===== src/rtl/vram_line_fetcher.sv =====
// vram_line_fetcher: streams one display line out of the shared video RAM's
// port B into a ping-pong line buffer and hands bytes to the pixel shifter.
// The back bank is filled while the front bank is being displayed. A
// line_start pulse promotes a completed back bank to the front. The same
// pulse also starts fetching the next line.
module vram_line_fetcher #(
  parameter int ADDR_W     = 14,
  parameter int DATA_W     = 8,
  parameter int LINE_BYTES = 32
) (
  input  logic              clk_sys,
  input  logic              reset,
  input  logic              line_start,
  input  logic [ADDR_W-1:0] line_addr,
  output logic [ADDR_W-1:0] ram_ad_b,
  output logic              ram_we_b,
  output logic [DATA_W-1:0] ram_d_b,
  input  logic [DATA_W-1:0] ram_q_b,
  input  logic              px_req,
  output logic [DATA_W-1:0] px_data,
  output logic              px_valid,
  output logic              busy,
  output logic              line_ready,
  output logic              late
);

  localparam int IDX_W = $clog2(LINE_BYTES);
  localparam logic [IDX_W-1:0] LAST_IDX = IDX_W'(LINE_BYTES - 1);
  localparam logic [IDX_W:0]   RD_END   = (IDX_W + 1)'(LINE_BYTES);

  typedef enum logic [1:0] {ST_IDLE, ST_FETCH, ST_DRAIN} state_t;

  state_t state, state_nx;
  logic   fetching, draining;

  logic              front;        // bank currently served to the pixel shifter
  logic [1:0]        bank_valid;
  logic              back_done;    // back bank holds a complete line
  logic [IDX_W:0]    rd_idx;       // saturates at LINE_BYTES
  logic [IDX_W-1:0]  fetch_idx;    // k: offset of the address on ram_ad_b
  logic              wr_en_q;      // ram_q_b carries a byte for the back bank
  logic [IDX_W-1:0]  wr_idx_q;

  logic [DATA_W-1:0] line_buf [2*LINE_BYTES];

  // The read port always looks at the bank that is front after this edge's swap.
  logic           swap;
  logic           front_nx;
  logic           front_valid_nx;
  logic [IDX_W:0] rd_base;
  logic           rd_ok;

  assign ram_we_b = 1'b0;
  assign ram_d_b  = '0;
  assign busy     = fetching | draining;

  assign swap           = line_start & back_done;
  assign front_nx       = front ^ swap;
  assign front_valid_nx = swap | bank_valid[front];
  assign rd_base        = line_start ? '0 : rd_idx;
  assign rd_ok          = px_req & front_valid_nx & (rd_base < RD_END);

  // State register.
  always_ff @(posedge clk_sys or posedge reset) begin
    // NOTE: sequential state is assigned with <= so every register samples the
    // pre-edge values, regardless of the order of the statements.
    if (reset) state <= ST_IDLE;
    else       state <= state_nx;
  end

  // Next state: a line_start in any state (re)starts the fetch at k=0.
  always_comb begin
    // NOTE: default assignment first, so no path leaves state_nx unassigned
    // and no latch is inferred.
    state_nx = state;
    case (state)
      ST_IDLE:  if (line_start) state_nx = ST_FETCH;
      ST_FETCH: if (line_start)                 state_nx = ST_FETCH;
                else if (fetch_idx == LAST_IDX) state_nx = ST_DRAIN;
      ST_DRAIN: state_nx = line_start ? ST_FETCH : ST_IDLE;
      default:  state_nx = ST_IDLE;
    endcase
  end

  // State decode.
  always_comb begin
    fetching = 1'b0;
    draining = 1'b0;
    case (state)
      ST_FETCH: fetching = 1'b1;
      ST_DRAIN: draining = 1'b1;
      default:  ;
    endcase
  end

  // Fetch side: address stepping, write pipeline, bank swap and status pulses.
  always_ff @(posedge clk_sys or posedge reset) begin
    if (reset) begin
      ram_ad_b   <= '0;
      fetch_idx  <= '0;
      wr_en_q    <= 1'b0;
      wr_idx_q   <= '0;
      front      <= 1'b0;
      bank_valid <= '0;
      back_done  <= 1'b0;
      line_ready <= 1'b0;
      late       <= 1'b0;
    end else begin
      late       <= line_start & busy;
      // An abort during DRAIN discards the nearly-complete line.
      line_ready <= draining & ~line_start;
      wr_en_q    <= fetching & ~line_start;
      wr_idx_q   <= fetch_idx;

      if (line_start) begin
        ram_ad_b  <= line_addr;
        fetch_idx <= '0;
      end else if (fetching && fetch_idx != LAST_IDX) begin
        ram_ad_b  <= ram_ad_b + ADDR_W'(1);   // wraps through 0
        fetch_idx <= fetch_idx + IDX_W'(1);
      end

      if (line_start)    back_done <= 1'b0;
      else if (draining) back_done <= 1'b1;

      if (swap) begin
        front              <= ~front;
        bank_valid[~front] <= 1'b1;
      end
    end
  end

  // Line buffer write; the back bank is always the one not being displayed.
  always_ff @(posedge clk_sys) begin
    // NOTE: the buffer array has no reset; bank_valid guards against stale data.
    if (wr_en_q) line_buf[{~front, wr_idx_q}] <= ram_q_b;
  end

  // Read side: one byte per accepted request, returned the next cycle.
  always_ff @(posedge clk_sys or posedge reset) begin
    if (reset) begin
      rd_idx   <= '0;
      px_valid <= 1'b0;
      px_data  <= '0;
    end else begin
      px_valid <= rd_ok;
      px_data  <= rd_ok ? line_buf[{front_nx, rd_base[IDX_W-1:0]}] : '0;
      rd_idx   <= rd_ok ? rd_base + (IDX_W + 1)'(1) : rd_base;
    end
  end

endmodule


===== config.mk =====
export PLATFORM = sky130hd
export DESIGN_NAME = vram_line_fetcher
export DESIGN_NICKNAME = d
export VERILOG_FILES = /design/src/rtl/vram_line_fetcher.sv
export SDC_FILE = /design/constraint.sdc
export NUM_CORES = 1
export LEC_CHECK = 0
export ABC_CLOCK_PERIOD_IN_PS = 1900
export CORE_MARGIN = 2
export CORE_UTILIZATION = 25
export CTS_CLUSTER_DIAMETER = 200
export DETAILED_ROUTE_END_ITERATION = 7
export PLACE_DENSITY = 0.51
export SYNTH_ARGS = -nofsm -noshare
export SYNTH_HDL_FRONTEND = slang
export SYNTH_SLANG_ARGS = --single-unit
export TNS_END_PERCENT = 1

===== constraint.sdc =====
create_clock -name clk_sys -period 1.9 [get_ports clk_sys]
set_input_delay 0.57 -clock clk_sys [delete_from_list [all_inputs] [get_ports clk_sys]]
set_output_delay 0.57 -clock clk_sys [all_outputs]
set_load 0.03 [all_outputs]

After elaboration in Yosys (flattened, before gate mapping). Memories as Yosys holds them, arrays and structs flattened. Index checks and enable logic that the tools add are counted.

Add/sub/neg operators: 3. $lt $le $gt $ge: 4. Equality and inequality tests: 6. Mux-type cells: 22. Bitwise operators: 12. Reduce and logical (&&, ||, !) cells: 6.

Operator list (count): 2-to-1 mux 14 bit (2); adder 14 x 1 -> 14 bit (second input constant) (1); 2-to-1 mux 6 bit (2); 2-to-1 mux 1 bit (10); 2-to-1 mux 5 bit (2); 2-to-1 mux 8 bit (1); adder 6 x 1 -> 6 bit (second input constant) (1); AND 1 bit (6); less-than comparator 6 bit (second input constant) (1); 2-to-1 mux 2 bit (3); case mux 2 bit (3 select lines) (1); adder 5 x 1 -> 5 bit (second input constant) (1); == test 5 bit (second input constant) (1); != test 5 bit (second input constant) (1); less-than comparator 1 x 2 -> 1 bit (second input constant) (2); nonzero test 2 bit (2); != test 3 bit (second input constant) (1); == test 2 x 1 -> 1 bit (second input constant) (1); == test 2 bit (second input constant) (1); logical AND 1 bit (2); logical NOT 2 bit (1); != test 2 bit (second input constant) (1); inverter 1 bit (2); bitwise OR 1 bit (2); 5 further kinds (5).

Register bits: 48. Bits in writable memories: 512. Input bits: 26. Output and inout port bits: 35. Word-level logic and storage cells: 67. Memories: 1.

Memories: line_buf (depth 64, width 8, read ports 1, clocked after memory_dff 0, wr ports 1, RTL line 44) `logic [DATA_W-1:0] line_buf [2*LINE_BYTES];`.

Depth between registers and ports, before layout.
Depth after elaboration: 6. Mapped depth: 10. Mapped depth without buffers: 9.

Worst setup path before layout. OpenSTA, ideal clock, no wires.

Path type: flip-flop to flip-flop. Start: register front. End: memory line_buf[7][0], enable pin. Arrival time: 1.629 ns. Path slack: -0.099 ns. Stages on the path, launching flop included: 5. Path buffers: 2. Period minus slack after synthesis: 1.999 ns. Cells stage by stage: dfrtp_1 -> clkbuf_1 -> or3b_2 -> clkbuf_1 -> nor2_1.

Cells in the longest elaborated chain, start to end: 1.

RTL lines: from (decl) (RTL line 36) `logic front;`; from (signal assigned) (RTL line 127) `front <= ~front;`; inverter 1 bit (RTL line 136) `if (wr_en_q) line_buf[{~front, wr_idx_q}] <= ram_q_b;`; to (decl) (RTL line 44).

Every way passes these cells.

Final worst setup path.
Start: register rd_idx[0]. End: register px_data[6].

Cells in the longest elaborated chain, start to end: 4. Elaborated cells between the ends (all ways): 5.

RTL lines: from (decl) (RTL line 39) `logic [IDX_W:0] rd_idx;`; from (signal assigned) (RTL line 148) `rd_idx <= rd_ok ? rd_base + (IDX_W + 1)'(1) : rd_base;`; 2-to-1 mux 6 bit (*) (RTL line 60) `assign rd_base = line_start ? '0 : rd_idx;`; branches (longest 2 deep; another with memory read (64 x 8 bit)); 2-to-1 mux 8 bit (*) (RTL line 147) `px_data <= rd_ok ? line_buf[{front_nx, rd_base[IDX_W-1:0]}] : '0;`; to (signal assigned) (RTL line 147); to (decl) (RTL line 20) `output logic [DATA_W-1:0] px_data,`.

Every way passes the cells marked *. A chain may end at the register's enable or synchronous reset.

==> results <==
- The summed instance area of the synthesized netlist is 22720 um^2.
- The analysis attributes to cell leakage a power of 9.535 nW.
- The global-route usage over all layers is 12.60%.
- The per-cell via count in the routed design is 4.586.
- The diode insertion count for antenna repair is 0.
- Once placement finished, the instance area stood at 26120 um^2.
- During I/O placement, the number of pins put on the boundary was 61.
- Summing the areas of all xor and xnor instances in the mapped netlist gives 0.8095% of the synthesized area.
- The later-pin clock latency in the skew report is 630 ps.
- The detailed router finished its first iteration with 1080 violations.
- The first-pass detailed-route iteration total is 5.
- After layout, the worst path uses 119.1% of the clock period.
- The average instance in the mapped netlist occupies 16.39 um^2.
- The initial core utilization is 25.24%.
- The tightest min-delay check is of the input port to asynchronous set/reset pin type.
- In this run the clock root is driven by a sky130_fd_sc_hd__clkbuf_16.
- The data required time at the worst endpoint is 2400 ps.
- The floorplan step set the die width to 305.5 um.
- Summing the areas of all compound-gate instances in the mapped netlist gives 8.728% of the synthesized area.
- The startpoint kind of the worst setup timing path is a register.
- The number of cells on the worst reg-to-reg path is 8.
- The main combinational cell family by area after synthesis is multiplexers.
- In the final layout, flip-flops and latches occupy 16590 um^2.
- The critical path data arrival time is 2760 ps.
- The remaining number of nets flagged by the antenna check after routing is 0.
- The internal reg-to-reg setup slack is -360 ps.
- Synthesis handed over a netlist of 1386 instances.
- The final-layout fill cell count is 8803.
- The final layout net count is 1667.
- The maximum fanout encountered on the critical timing path is 16.
- Counting the buffers created by CTS gives 58.
- The cell taking the most area after synthesis is sky130_fd_sc_hd__edfxtp_1.
- The post-route minimum period is 2263 ps.
- Summing the areas of all fa, ha and maj instances in the mapped netlist gives 0.4406% of the synthesized area.
- The number of slew-limit violations in the final report came to 0.
- Global routing finished with a remaining overflow of 0.
- Setup repair after global routing could not meet its margin everywhere.
- The number of rows created at floorplan is 110.
- In the final timing run, aggregate negative setup slack is -3447 ps.
- The core region area is 90010 um^2.
- The clock tree from TritonCTS is done.
- Of the cells placed in the final design, the portion with a size suffix greater than 1 is 30.72%.
- The post-synthesis sequential area ratio is 72.96%.
- The synthesized design contains 512 enable-type register cells.
- The cts-stage hold buffer count is 0.
- By count the netlist is led by sky130_fd_sc_hd__edfxtp_1, sky130_fd_sc_hd__nor2_1, sky130_fd_sc_hd__a21oi_1, sky130_fd_sc_hd__o21ai_0.
- The count of buffers added on input and output ports is 51.
- The most used flip-flop cell after synthesis is sky130_fd_sc_hd__edfxtp_1.
- At the end of the flow the core is filled with cells to 31.62%.
- After detailed routing, the average wire length per cell comes to 20.87 um.
- Summed over all layers, the routed wires come to 59660 um.
- The share of synthesized area in the top cell type comes to 67.67%.
- The area growth from synthesis to layout is 25.27%.
- The count of endpoints failing hold in the final timing report was 0.
- Synthesis instantiated 53 different standard cells from the library.
- Based on the critical path, the design can be clocked at up to 442.0 MHz.
- Counting flops and latches in the post-synthesis netlist gives 560.
- The type of the worst setup path is register to register.
- Counting every sink on the clock net gives 560.
- The power density relative to cell area is 1016 nW/um^2.
- Setup slack on the critical path of the routed design comes to -362.6 ps.
- Ranked by total cell area, the synthesized netlist is headed by sky130_fd_sc_hd__edfxtp_1, sky130_fd_sc_hd__dfrtp_1, sky130_fd_sc_hd__mux4_2.
- The floorplan die area is 93310 um^2.
- The share of cell area taken by muxes after synthesis is 9.384%.
- The simple-gate area share of the yosys netlist is 4.774%.
- The startpoint identified for the worst register-to-register timing path is rd_idx[0]$_DFF_PP0_.
- The share of async-settable or async-resettable flops after synthesis is 8.571%.
- Entering global routing, the biggest net connects 65 pins.
- IR analysis of the VDD net gives a maximum drop of 0.7232 mV.
- The detailed router placed 13110 vias in this run.
- By instance count, the leading cell after synthesis is sky130_fd_sc_hd__edfxtp_1.
- During synthesis, Yosys emitted a total of 0 warnings.
- The last weighted congestion value of the routability-driven placer is 0.8228.
- The number of antenna violations at the first check in global routing is 0.
- The worst setup path is captured at a register.
- The cell area after layout is 28460 um^2.
- The number of global-route vias before repair was 13550.
- Setup violations remaining at the end of the flow were counted as 18.
- The capture point of the worst reg-to-reg path is px_data[6]$_DFF_PP0_.
- The die span in y is 305.5 um.
- The remaining design rule violation count is 0.
- The H-tree level count is 2.
- The wire length of the first global-routing pass is 88130 um.
- Once detailed placement completed, the half-perimeter wirelength came to 37820 um.
- The flow ran to the end, but the final reports show violations.
- The area of the multi-input gates is 5887 um^2.
- The total of max-cap violations is 0.
- The clock transition at the registers of the reported paths is 60 ps.
- In this run the deepest clock path goes through 3 buffers.
- The clock arrives with 13.30 ps of skew.
- The checks that failed: negative setup slack.
==> placed cells by master (no fill, tap or decap), drive strengths merged, types with 7 or more instances in the layout <==
cell / n
o32a: 8
mux2: 49
conb: 9
dfrtp: 48
xor2: 16
o22ai: 40
clkbuf: 88
edfxtp: 512
nor2b: 12
o211ai: 7
nor2: 129
mux2i: 42
nand4: 7
a22o: 8
mux4: 48
clkdlybuf4s15: 13
clkinv: 16
nor4bb: 8
clkdlybuf4s50: 16
buf: 245
nand2: 40
nand3: 10
inv: 25
a221oi: 38
a21oi: 90
o21ai: 76
a22oi: 32
ha: 8
==> what timing repair did <==
item                       4_1_cts  5_1_grt
setup endpoints to repair       47       40
gates cloned                     1        0
buffers inserted                 1        1
resized for setup              160       47
pin swaps                        6        5
==> power breakdown <==
part | total, mW | internal (mW) | switching, mW | leakage [nW]
clock network | 11.4 | 6.68 | 4.68 | 0.926
logic | 3.81 | 1.75 | 2.07 | 3.39
registers | 13.7 | 13.6 | 0.127 | 5.22
total | 28.9 | 22.0 | 6.87 | 9.54
==> registers in the layout, summed over array words and instances (netlist names), 2 cells and up <==
signal / flops
bank_valid: 2
wr_idx_q: 5
state: 2
px_data: 8
fetch_idx: 5
line_buf: 512
rd_idx: 6
ram_ad_b: 14
==> worst max-delay path by stage <==
stage | startpoint | to | slack (ps) | cells after the start
after floorplan | front$_DFFE_PP0P_ | line_buf[7][0]$_DFFE_PP_ | -100 | 4
after global placement | line_start | px_data[4]$_DFF_PP0_ | -590 | 8
after detailed placement | line_start | px_data[4]$_DFF_PP0_ | -600 | 8
after CTS | rd_idx[0]$_DFF_PP0_ | px_data[3]$_DFF_PP0_ | -370 | 9
after global routing | rd_idx[0]$_DFF_PP0_ | px_data[6]$_DFF_PP0_ | -410 | 8
final | rd_idx[0]$_DFF_PP0_ | px_data[6]$_DFF_PP0_ | -360 | 8
==> metrics by stage <==
step           setup slack, ps  hold slack (ps)  power (mW)  std cells
3_5_place_dp            -596.7            389.8       17.58       2746
4_1_cts                 -366.9            292.8       29.15       2858
6_report                -362.6            307.6       28.91       2859
2_1_floorplan           -98.92            379.2       16.07       1394
3_3_place_gp            -586.2            399.0       17.56       2746
5_1_grt                 -409.8            351.7       29.89       2859
==> critical path: stages (launching register included) <==
cell	delay [ps]
sky130_fd_sc_hd__dfrtp_4	500
sky130_fd_sc_hd__buf_12	170
sky130_fd_sc_hd__mux2_4	320
sky130_fd_sc_hd__a221oi_4	270
sky130_fd_sc_hd__buf_4	150
sky130_fd_sc_hd__nor2_1	40
sky130_fd_sc_hd__a21oi_1	170
sky130_fd_sc_hd__o22ai_2	140
sky130_fd_sc_hd__o32a_1	360
==> routing by layer <==
layer	vias up	wire, um	GRT usage (%)
li1	5937	-	-
met3	78	2640	1.726
met1	6775	27010	17.27
met5	-	0	0
met2	322	28870	20.91
met4	0	1147	3.414
==> cell type report <==
type	instances	share of cell area, %
Clock inverter	22	0.7341
Timing Repair Buffer	274	8.832
Clock buffer	88	5.965
Sequential cell	560	58.30
Tap cell	1176	5.170
Multi-Input combinational cell	715	20.68
Inverter	24	0.3165
==> cell families (layout without fill, tap and decap cells) <==
logic type      count (synthesis)  after routing
flops                         560            560
simple gates                  234            234
fa+ha+maj                       8              8
other cells                     1              9
buf+inv                       119            408
xor+xnor                       21             21
mux                           139            139
compound gates                304            304
Power figures use the tool's default switching activity.
